===== src/rtl/armleocpu_plic_gateway.sv =====
// PLIC interrupt gateway: per-source IDLE/PENDING/CLAIMED tracking with claim/complete handshake.
// Optional per-source edge-triggered mode is enabled by defining ARMLEOCPU_PLIC_EDGE_EN.
module armleocpu_plic_gateway #(
    parameter int INTERRUPT_SOURCE_COUNT = 32,
    parameter int ID_WIDTH               = 10
) (
    input  logic                              clk,
    input  logic                              rst,
    input  logic [INTERRUPT_SOURCE_COUNT-1:0] irq,
`ifdef ARMLEOCPU_PLIC_EDGE_EN
    input  logic [INTERRUPT_SOURCE_COUNT-1:0] irq_edge_mode,
`endif
    input  logic                              claim_valid,
    input  logic [ID_WIDTH-1:0]               claim_id,
    input  logic                              complete_valid,
    input  logic [ID_WIDTH-1:0]               complete_id,
    output logic [INTERRUPT_SOURCE_COUNT-1:0] pending,
    output logic [INTERRUPT_SOURCE_COUNT-1:0] claimed
);

    localparam logic [1:0] IDLE    = 2'd0;
    localparam logic [1:0] PENDING = 2'd1;
    localparam logic [1:0] CLAIMED = 2'd2;

    logic [INTERRUPT_SOURCE_COUNT-1:0][1:0] state;
    logic [INTERRUPT_SOURCE_COUNT-1:0][1:0] state_nxt;
    logic [INTERRUPT_SOURCE_COUNT-1:0]      trigger;

`ifdef ARMLEOCPU_PLIC_EDGE_EN
    logic [INTERRUPT_SOURCE_COUNT-1:0] irq_prev;
    logic [INTERRUPT_SOURCE_COUNT-1:0] edge_flag;
    logic [INTERRUPT_SOURCE_COUNT-1:0] edge_flag_nxt;
    logic [INTERRUPT_SOURCE_COUNT-1:0] irq_rise;

    assign irq_rise = irq & ~irq_prev;
    // Edge sources fire on a fresh rising edge or one remembered while busy.
    assign trigger  = (irq_edge_mode & (irq_rise | edge_flag)) | (~irq_edge_mode & irq);

    always_ff @(posedge clk) begin
        if (rst) begin
            irq_prev  <= '0;
            edge_flag <= '0;
        end else begin
            irq_prev  <= irq;
            edge_flag <= edge_flag_nxt;
        end
    end
`else
    assign trigger = irq;
`endif

    always_ff @(posedge clk) begin
        if (rst) begin
            state <= '0;
        end else begin
            state <= state_nxt;
        end
    end

    always_comb begin
        state_nxt = state;
`ifdef ARMLEOCPU_PLIC_EDGE_EN
        edge_flag_nxt = edge_flag;
`endif
        for (int i = 0; i < INTERRUPT_SOURCE_COUNT; i++) begin
            case (state[i])
                IDLE: begin
                    if (trigger[i]) begin
                        state_nxt[i] = PENDING;
`ifdef ARMLEOCPU_PLIC_EDGE_EN
                        edge_flag_nxt[i] = 1'b0;
`endif
                    end
                end
                PENDING: begin
                    if (claim_valid && (claim_id == ID_WIDTH'(i + 1)))
                        state_nxt[i] = CLAIMED;
`ifdef ARMLEOCPU_PLIC_EDGE_EN
                    if (irq_edge_mode[i] && irq_rise[i])
                        edge_flag_nxt[i] = 1'b1;
`endif
                end
                CLAIMED: begin
                    if (complete_valid && (complete_id == ID_WIDTH'(i + 1)))
                        state_nxt[i] = IDLE;
`ifdef ARMLEOCPU_PLIC_EDGE_EN
                    if (irq_edge_mode[i] && irq_rise[i])
                        edge_flag_nxt[i] = 1'b1;
`endif
                end
                default: state_nxt[i] = IDLE;
            endcase
        end
    end

    always_comb begin
        pending = '0;
        claimed = '0;
        for (int i = 0; i < INTERRUPT_SOURCE_COUNT; i++) begin
            pending[i] = (state[i] == PENDING);
            claimed[i] = (state[i] == CLAIMED);
        end
    end

endmodule


===== config.mk =====
export PLATFORM = sky130hd
export DESIGN_NAME = armleocpu_plic_gateway
export DESIGN_NICKNAME = d
export VERILOG_FILES = /design/src/rtl/armleocpu_plic_gateway.sv
export SDC_FILE = /design/constraint.sdc
export NUM_CORES = 1
export LEC_CHECK = 0
export ABC_AREA = 1
export CORE_ASPECT_RATIO = 0.6
export CORE_MARGIN = 1.5
export CORE_UTILIZATION = 27
export DETAILED_ROUTE_END_ITERATION = 8
export PLACE_DENSITY_LB_ADDON = 0.3
export SLEW_MARGIN = 40
export SYNTH_ARGS = -nofsm -noshare
export SYNTH_HDL_FRONTEND = slang
export SYNTH_SLANG_ARGS = --single-unit

===== constraint.sdc =====
create_clock -name clk -period 1.75 [get_ports clk]
set_clock_uncertainty 0.2 [all_clocks]
set_input_delay 0.35 -clock clk [delete_from_list [all_inputs] [get_ports clk]]
set_output_delay 0.35 -clock clk [all_outputs]
set_load 0.01 [all_outputs]

==> results by group, run 1 <==
Clocking
  • Clk Latency, worst-skew pair: roughly 0.33 ns
  • Clock root cell: clkbuf_16
  • Post CTS Setup Buffer Count: 0
  • Clk sinks: 64
  • Max clock buf depth: 2
  • Cts bufs inserted: 9
  • H-tree Lvls: 3
  • Clock Pin Slew Worst Setup and Hold Paths: 0.05 ns
  • CTS tree: done

Cells and area
  • Design area: 5620 µm²
  • Nets: a little under 800
  • Ant diodes: 0
  • Layout area overhead: 47.3%
  • Reg with most FFs: state
  • Max reg flops: 64
  • Layout cell share with drive strength beyond 1: between 20% and 30%
  • Core Util, Final: between 40% and 50%
  • Fill count: between 1000 and 1500
  • Largest registers: state (64)

GRT
  • Largest net degree at the start of global routing: 30
  • Total grt overflow: 0
  • Initial antenna violation count: 0
  • First-pass GRT wire length: 20.2 mm
  • Total GRT Usage: approximately 18%
  • Vias in the first global route: 3970

Synth
  • Cell area after synthesis: 3820 µm²
  • Cell taking the most area after synthesis: dfxtp_1
  • Ys Warns: 0
  • Synth top area cells: dfxtp_1 (34%), nor2_1 (13%), nand2_1 (11%), inv_1 (8.8%), nand3_1 (7.6%)
  • Top-area cell type share of the netlist area: 33.6%
  • Syn nets: 647
  • Unique cell type count in the Yosys netlist: 24
  • Post-Syn Instances: a little under 600
  • Flops & latches, synth: 64
  • Average size of a mapped cell: 6.46 µm²
  • Seq/Total Area, Yosys: ~34%

Detailed routing
  • Routed len/inst: 14.1 µm
  • DR top layer: met4
  • Total wire length: 13.0 mm
  • Drt pass-1 iters: 5
  • Routed Antenna Nets: 0
  • Wl on met1: about 6.3 mm
  • WL met2: 5.47 mm
  • Via count: about 4100
  • DR WL met3: 1.13 mm
  • Initial DRC count: 237
  • Vias per Instance: 4.50
  • Number of remaining DRC errors: 0

Critical path
  • Crit path launch type: flip-flop
  • R2R setup slack: 0.54 ns
  • CP cell instances: inv_1 -> nor2_1 -> dlygate4sd2_1
  • Slowest cell on the critical path: dfxtp_1
  • Crit end category: primary output
  • CP Data Arrival Time: 1.15 ns
  • Crit Path Max Fanout: 2
  • R2R depth: 5
  • CP peak stage delay: ~0.33 ns
  • Setup Crit Path Kind: flip-flop to primary output
  • Worst Path Required: 1.20 ns

Status
  • Outcome: completed

Pwr
  • Clock power share: 46.6%
  • Comb power frac: 17.9%
  • Pwr Density: 808 nW/µm²
  • Max IR drop VDD: about 500 µV
  • Cell internal pwr: about 0.0034 W
  • Seq pwr share: 35.5%
  • Switching share of power: 25.1%
  • LEAKAGE: 2.46 nW
  • Sw Pwr: 0.00114 W

Floorplan
  • Std cell rows: 33
  • Top Ports: 120
  • Die Wd: 156 µm
  • Starting Density: about 28%
  • Core Box Area: 13700 µm²
  • Die height: 95.1 µm
  • Die area: 14900 µm²

Placed design
  • Dpl cell area: approximately 5300 µm²
  • HPWL Detailed: approximately 10 mm
  • Final GP Congestion: 0.800
  • Port bufs: 119

STA
  • Relative slew slack: 73.3%
  • Pin slew with the least headroom to its limit: 0.400 ns
  • Total Neg Setup Slack: 0 ns
  • Fmax: 0.587 GHz
  • Final setup viols: 0
  • Min Clock Period, post-route: 1.70 ns
  • Unrepaired setup endpoints after global routing: yes
  • Fin crit share: 97.4%
  • Final hold vios: 0
  • Pins Over Slew Limit: 0

Flow run
  • Max-cap violations: 0

Worst hold path
  • Min-Delay Path Depth: 4
  • Worst hold path class: input port to flip-flop
==> per-layer routing <==
| metal | up-vias | track usage (%) |
|---|---|---|
| li1 | 2066 | - |
| met1 | 1906 | 24.3 |
| met2 | 161 | 27.8 |
| met3 | 11 | 6.00 |
| met4 | 0 | 3.33 |
| met5 | - | 0 |
==> cells in the mapped netlist <==
cell type,n
a21oi_1,32
buf_6,2
a21oi_2,15
clkbuf_1,5
nand3_1,58
buf_12,1
buf_2,3
nand3_2,10
nand2_4,1
nor2_4,3
dfxtp_1,64
nand2_1,107
a31oi_1,2
nor2_1,130
nor2_2,3
o211ai_1,11
inv_2,9
nand3b_1,1
nor3_1,6
nor2_8,2
buf_4,34
inv_1,89
buf_8,1
nand2_2,2
==> kinds of logic (layout without fill, tap and decap cells) <==
| logic type | count (synthesis) | after routing | share of synthesized area (%) |
|---|---|---|---|
| and+or+nand+nor | 323 | 323 | 37.6 |
| AOI/OAI and AO/OA | 60 | 60 | 10.1 |
| DFF | 64 | 64 | 33.6 |
| buffers and inverters | 144 | 282 | 18.7 |
==> power groups by stage <==
stage               clock [W]  combinational (W)  sequential [W]
floorplan                   0           0.000454         0.00162
global placement            0           0.000836         0.00162
detailed placement          0           0.000856         0.00163
CTS                   0.00217           0.000811         0.00160
global route          0.00225           0.000892         0.00162
finish                0.00212           0.000814         0.00161
==> final timing paths <==
check / startpoint / to
max: state[54] / pending[27]
min: rst / state[1]
max reg2reg: state[32] / state[33]
min reg2reg: state[60] / state[60]
==> per-stage QoR <==
stage	setup WS [ns]	hold slack [ns]	total power, W	instances
2_1_floorplan	0.397	0.268	0.00207	591
3_3_place_gp	-0.243	0.282	0.00246	905
3_5_place_dp	-0.239	0.297	0.00249	905
4_1_cts	-0.00302	0.234	0.00458	921
5_1_grt	-0.000487	0.260	0.00476	921
6_report	0.0456	0.250	0.00454	921
==> worst max-delay path: cells and delay by family, from the launching register on <==
kind          cells  cell delay, ns
buf+inv           2            0.35
flops             1            0.33
simple gates      1            0.14
==> timing repair <==
| action | CTS | global route |
|---|---|---|
| setup endpoints to repair | 64 | 59 |
| gates resized for setup | 96 | 97 |
| hold buffers | 0 | 0 |
==> placed cells by master (no fill, tap or decap), drive strengths merged, types with 22 or more instances in the layout <==
cell type / instances
dfxtp: 64
nand2: 110
buf: 51
clkdlybuf4s15: 22
clkdlybuf4s50: 54
inv: 98
nand3: 68
a21oi: 47
nor2: 138
clkbuf: 41
==> layout make-up <==
type | instances | area, µm² | area share, %
repair buffers | 168 | 1470 | 26.1
inverters | 98 | 368 | 6.54
flip-flops and latches | 64 | 1290 | 23.0
clock buffers | 11 | 253 | 4.50
well taps | 192 | 240 | 4.27
clock inverters | 5 | 103 | 1.83
multi-input cells | 383 | 1900 | 33.8
No activity file was read; power rests on OpenSTA's default activity.
==> run 2: changes to the inputs <==
Settings changed: SETUP_SLACK_MARGIN set to 0.4.
==> run 2 against run 1 <==
Sequential power is essentially flat. Via count increased by 24%. Cell count up 18%. Worst setup slack improved by 0.11 ns. Combinational power rose by 70%. Non-clock buffer count grew 163. Sequential share of layout area down 5.5 points. Global-route usage increased by 5.0 points. Total power increased by 4.6%. Critical endpoint is now pending[12]. Core utilization up 19 points.
==> results by group, run 2 (synthesized netlist as in run 1, its figures left out) <==
Clocking
  • CTS tree: done
  • Clk Latency, worst-skew pair: 0.34 ns (about the same)
  • H-tree Lvls: 3 (unchanged)
  • # hold bufs at CTS: 0 (unchanged)
  • Clock Pin Slew Worst Setup and Hold Paths: 0.06 ns (about the same)
  • Clk sinks: 64 (unchanged)
  • Max clock buf depth: 2 (unchanged)
  • Clock root cell: clkbuf_16
  • Cts bufs inserted: 9 (unchanged)

Cells and area
  • Reg with most FFs: state
  • Layout area overhead: 116%
  • Layout cell share with drive strength beyond 1: 73.3% (+48 points)
  • Nets: 943 (+21%)
  • Commonest non-fill, non-tap cell in the layout: buf_4
  • Most frequent cells in the layout: buf_4 (132), buf_6 (108), nor2_4 (65)
  • Largest registers: state (64)
  • Design area: 8250 µm² (+47%)
  • Fill count: 1133 (-20%)
  • Max reg flops: 64 (unchanged)

GRT
  • Total GRT Usage: 22.9% (+5.0 points)
  • Initial antenna violation count: 0 (unchanged)
  • Total grt overflow: 0 (unchanged)
  • Largest net degree at the start of global routing: 41 (+37%)
  • First-pass GRT wire length: 25.6 mm (+27%)
  • Vias in the first global route: 5104 (+29%)

Critical path
  • Worst Path Required: 1.20 ns (about the same)
  • Crit Path Max Fanout: 2 (unchanged)
  • CP Data Arrival Time: 1.05 ns (-0.10 ns)
  • Crit path launch type: flip-flop
  • Setup Crit Path Kind: flip-flop to primary output
  • Crit end category: primary output

Placed design
  • Port bufs: 119 (unchanged)
  • Final GP Congestion: 0.802 (+0.28%)
  • Dpl cell area: 5340 µm² (about the same)
  • HPWL Detailed: 10.5 mm (+2.3%)

Floorplan
  • Die height: 95.1 µm (unchanged)
  • Std cell rows: 33 (unchanged)
  • Die Wd: 156 µm (unchanged)
  • Die area: 14900 µm² (unchanged)
  • Starting Density: 27.8% (unchanged)
  • Core Box Area: 13700 µm² (unchanged)
  • Top Ports: 120 (unchanged)

Flow run
  • Max-cap violations: 0 (unchanged)

STA
  • Relative slew slack: 78.4% (+5.1 points)
  • Pin slew with the least headroom to its limit: 0.323 ns (-0.0764 ns)
  • Pins Over Slew Limit: 0 (unchanged)
  • Final setup viols: 0 (unchanged)
  • Min Clock Period, post-route: 1.60 ns (-0.108 ns)
  • Unrepaired setup endpoints after global routing: yes
  • Fin crit share: 91.2% (-6.2 points)
  • Fmax: 0.626 GHz (+6.8%)
  • Final hold vios: 0 (unchanged)
  • Total Neg Setup Slack: 0 ns (unchanged)

Detailed routing
  • Total wire length: 18.4 mm (+41%)
  • Vias per Instance: 4.73 (+5.1%)
  • Routed Antenna Nets: 0 (unchanged)
  • Via count: 5124 (+24%)
  • Drt pass-1 iters: 5 (unchanged)
  • Number of remaining DRC errors: 0 (unchanged)
  • Initial DRC count: 350 (+48%)
  • Routed len/inst: 16.9 µm (+20%)

Status
  • Outcome: completed

Pwr
  • Pwr Density: 575 nW/µm² (-29%)
  • Max IR drop VDD: 424 µV (-17%)
  • LEAKAGE: 3.65 nW (+48%)

Worst hold path
  • Worst hold path class: input port to flip-flop
-- run 2: cell type report --
class | instances | area (µm²) | share of cell area, %
tap | 192 | 240 | 2.91
timing repair buffer | 331 | 3170 | 38.4
sequential | 64 | 1440 | 17.5
multi-input combinational | 383 | 2700 | 32.7
inverter | 98 | 413 | 5.00
antenna | 1 | 2.50 | 0.0303
clock buffer | 13 | 270 | 3.27
clock inverter | 2 | 13.8 | 0.167
-- run 2: where the power goes --
part	switching [W]	internal, W	total (W)
logic	0.000645	0.000732	0.00138
clock network	0.000662	0.00107	0.00173
registers	0.000111	0.00153	0.00164
total	0.00142	0.00333	0.00475
-- run 2: critical path, stage by stage, from the launching register on --
cell,delay [ns]
dfxtp_2,0.34
buf_12,0.13
nor2_4,0.11
buf_6,0.12
-- run 2: repair_timing --
| item | CTS | global route |
|---|---|---|
| pin swaps | 95 | 118 |
| setup buffers | 121 | 36 |
| setup endpoints to repair | 128 | 122 |
| gates resized for setup | 618 | 254 |
| gates cloned | 6 | 0 |
-- run 2: path summary, 6_finish.rpt --
check | cells past startpoint | to | slack (ns) | start
worst min register to register | 3 | state[36] | 0.33 | state[37]
worst max register to register | 10 | state[49] | 0.22 | state[48]
worst min-delay path | 3 | state[61] | 0.26 | rst
worst max-delay path | 3 | pending[12] | 0.15 | state[25]
-- run 2: through the flow --
step	worst slack, ns	utilization (%)	power (W)	hold WS [ns]	cells
final	0.154	60.2	0.00475	0.259	1084
after CTS	0.177	52.3	0.00451	0.253	1047
after detailed placement	-0.309	39.0	0.00249	0.296	905
after global routing	0.132	60.2	0.00493	0.274	1083
after floorplan	0.400	-	0.00207	0.268	591
after global placement	-0.288	39.0	0.00246	0.282	905
-- run 2: metal layers --
layer  vias up  global-route usage [%]  share of wire, %
met2       221                    41.0                49
met4         0                    7.46               1.9
met5         -                       0                 0
met3        47                    5.41               8.5
li1       2399                       -                 -
met1      2457                    27.3                40
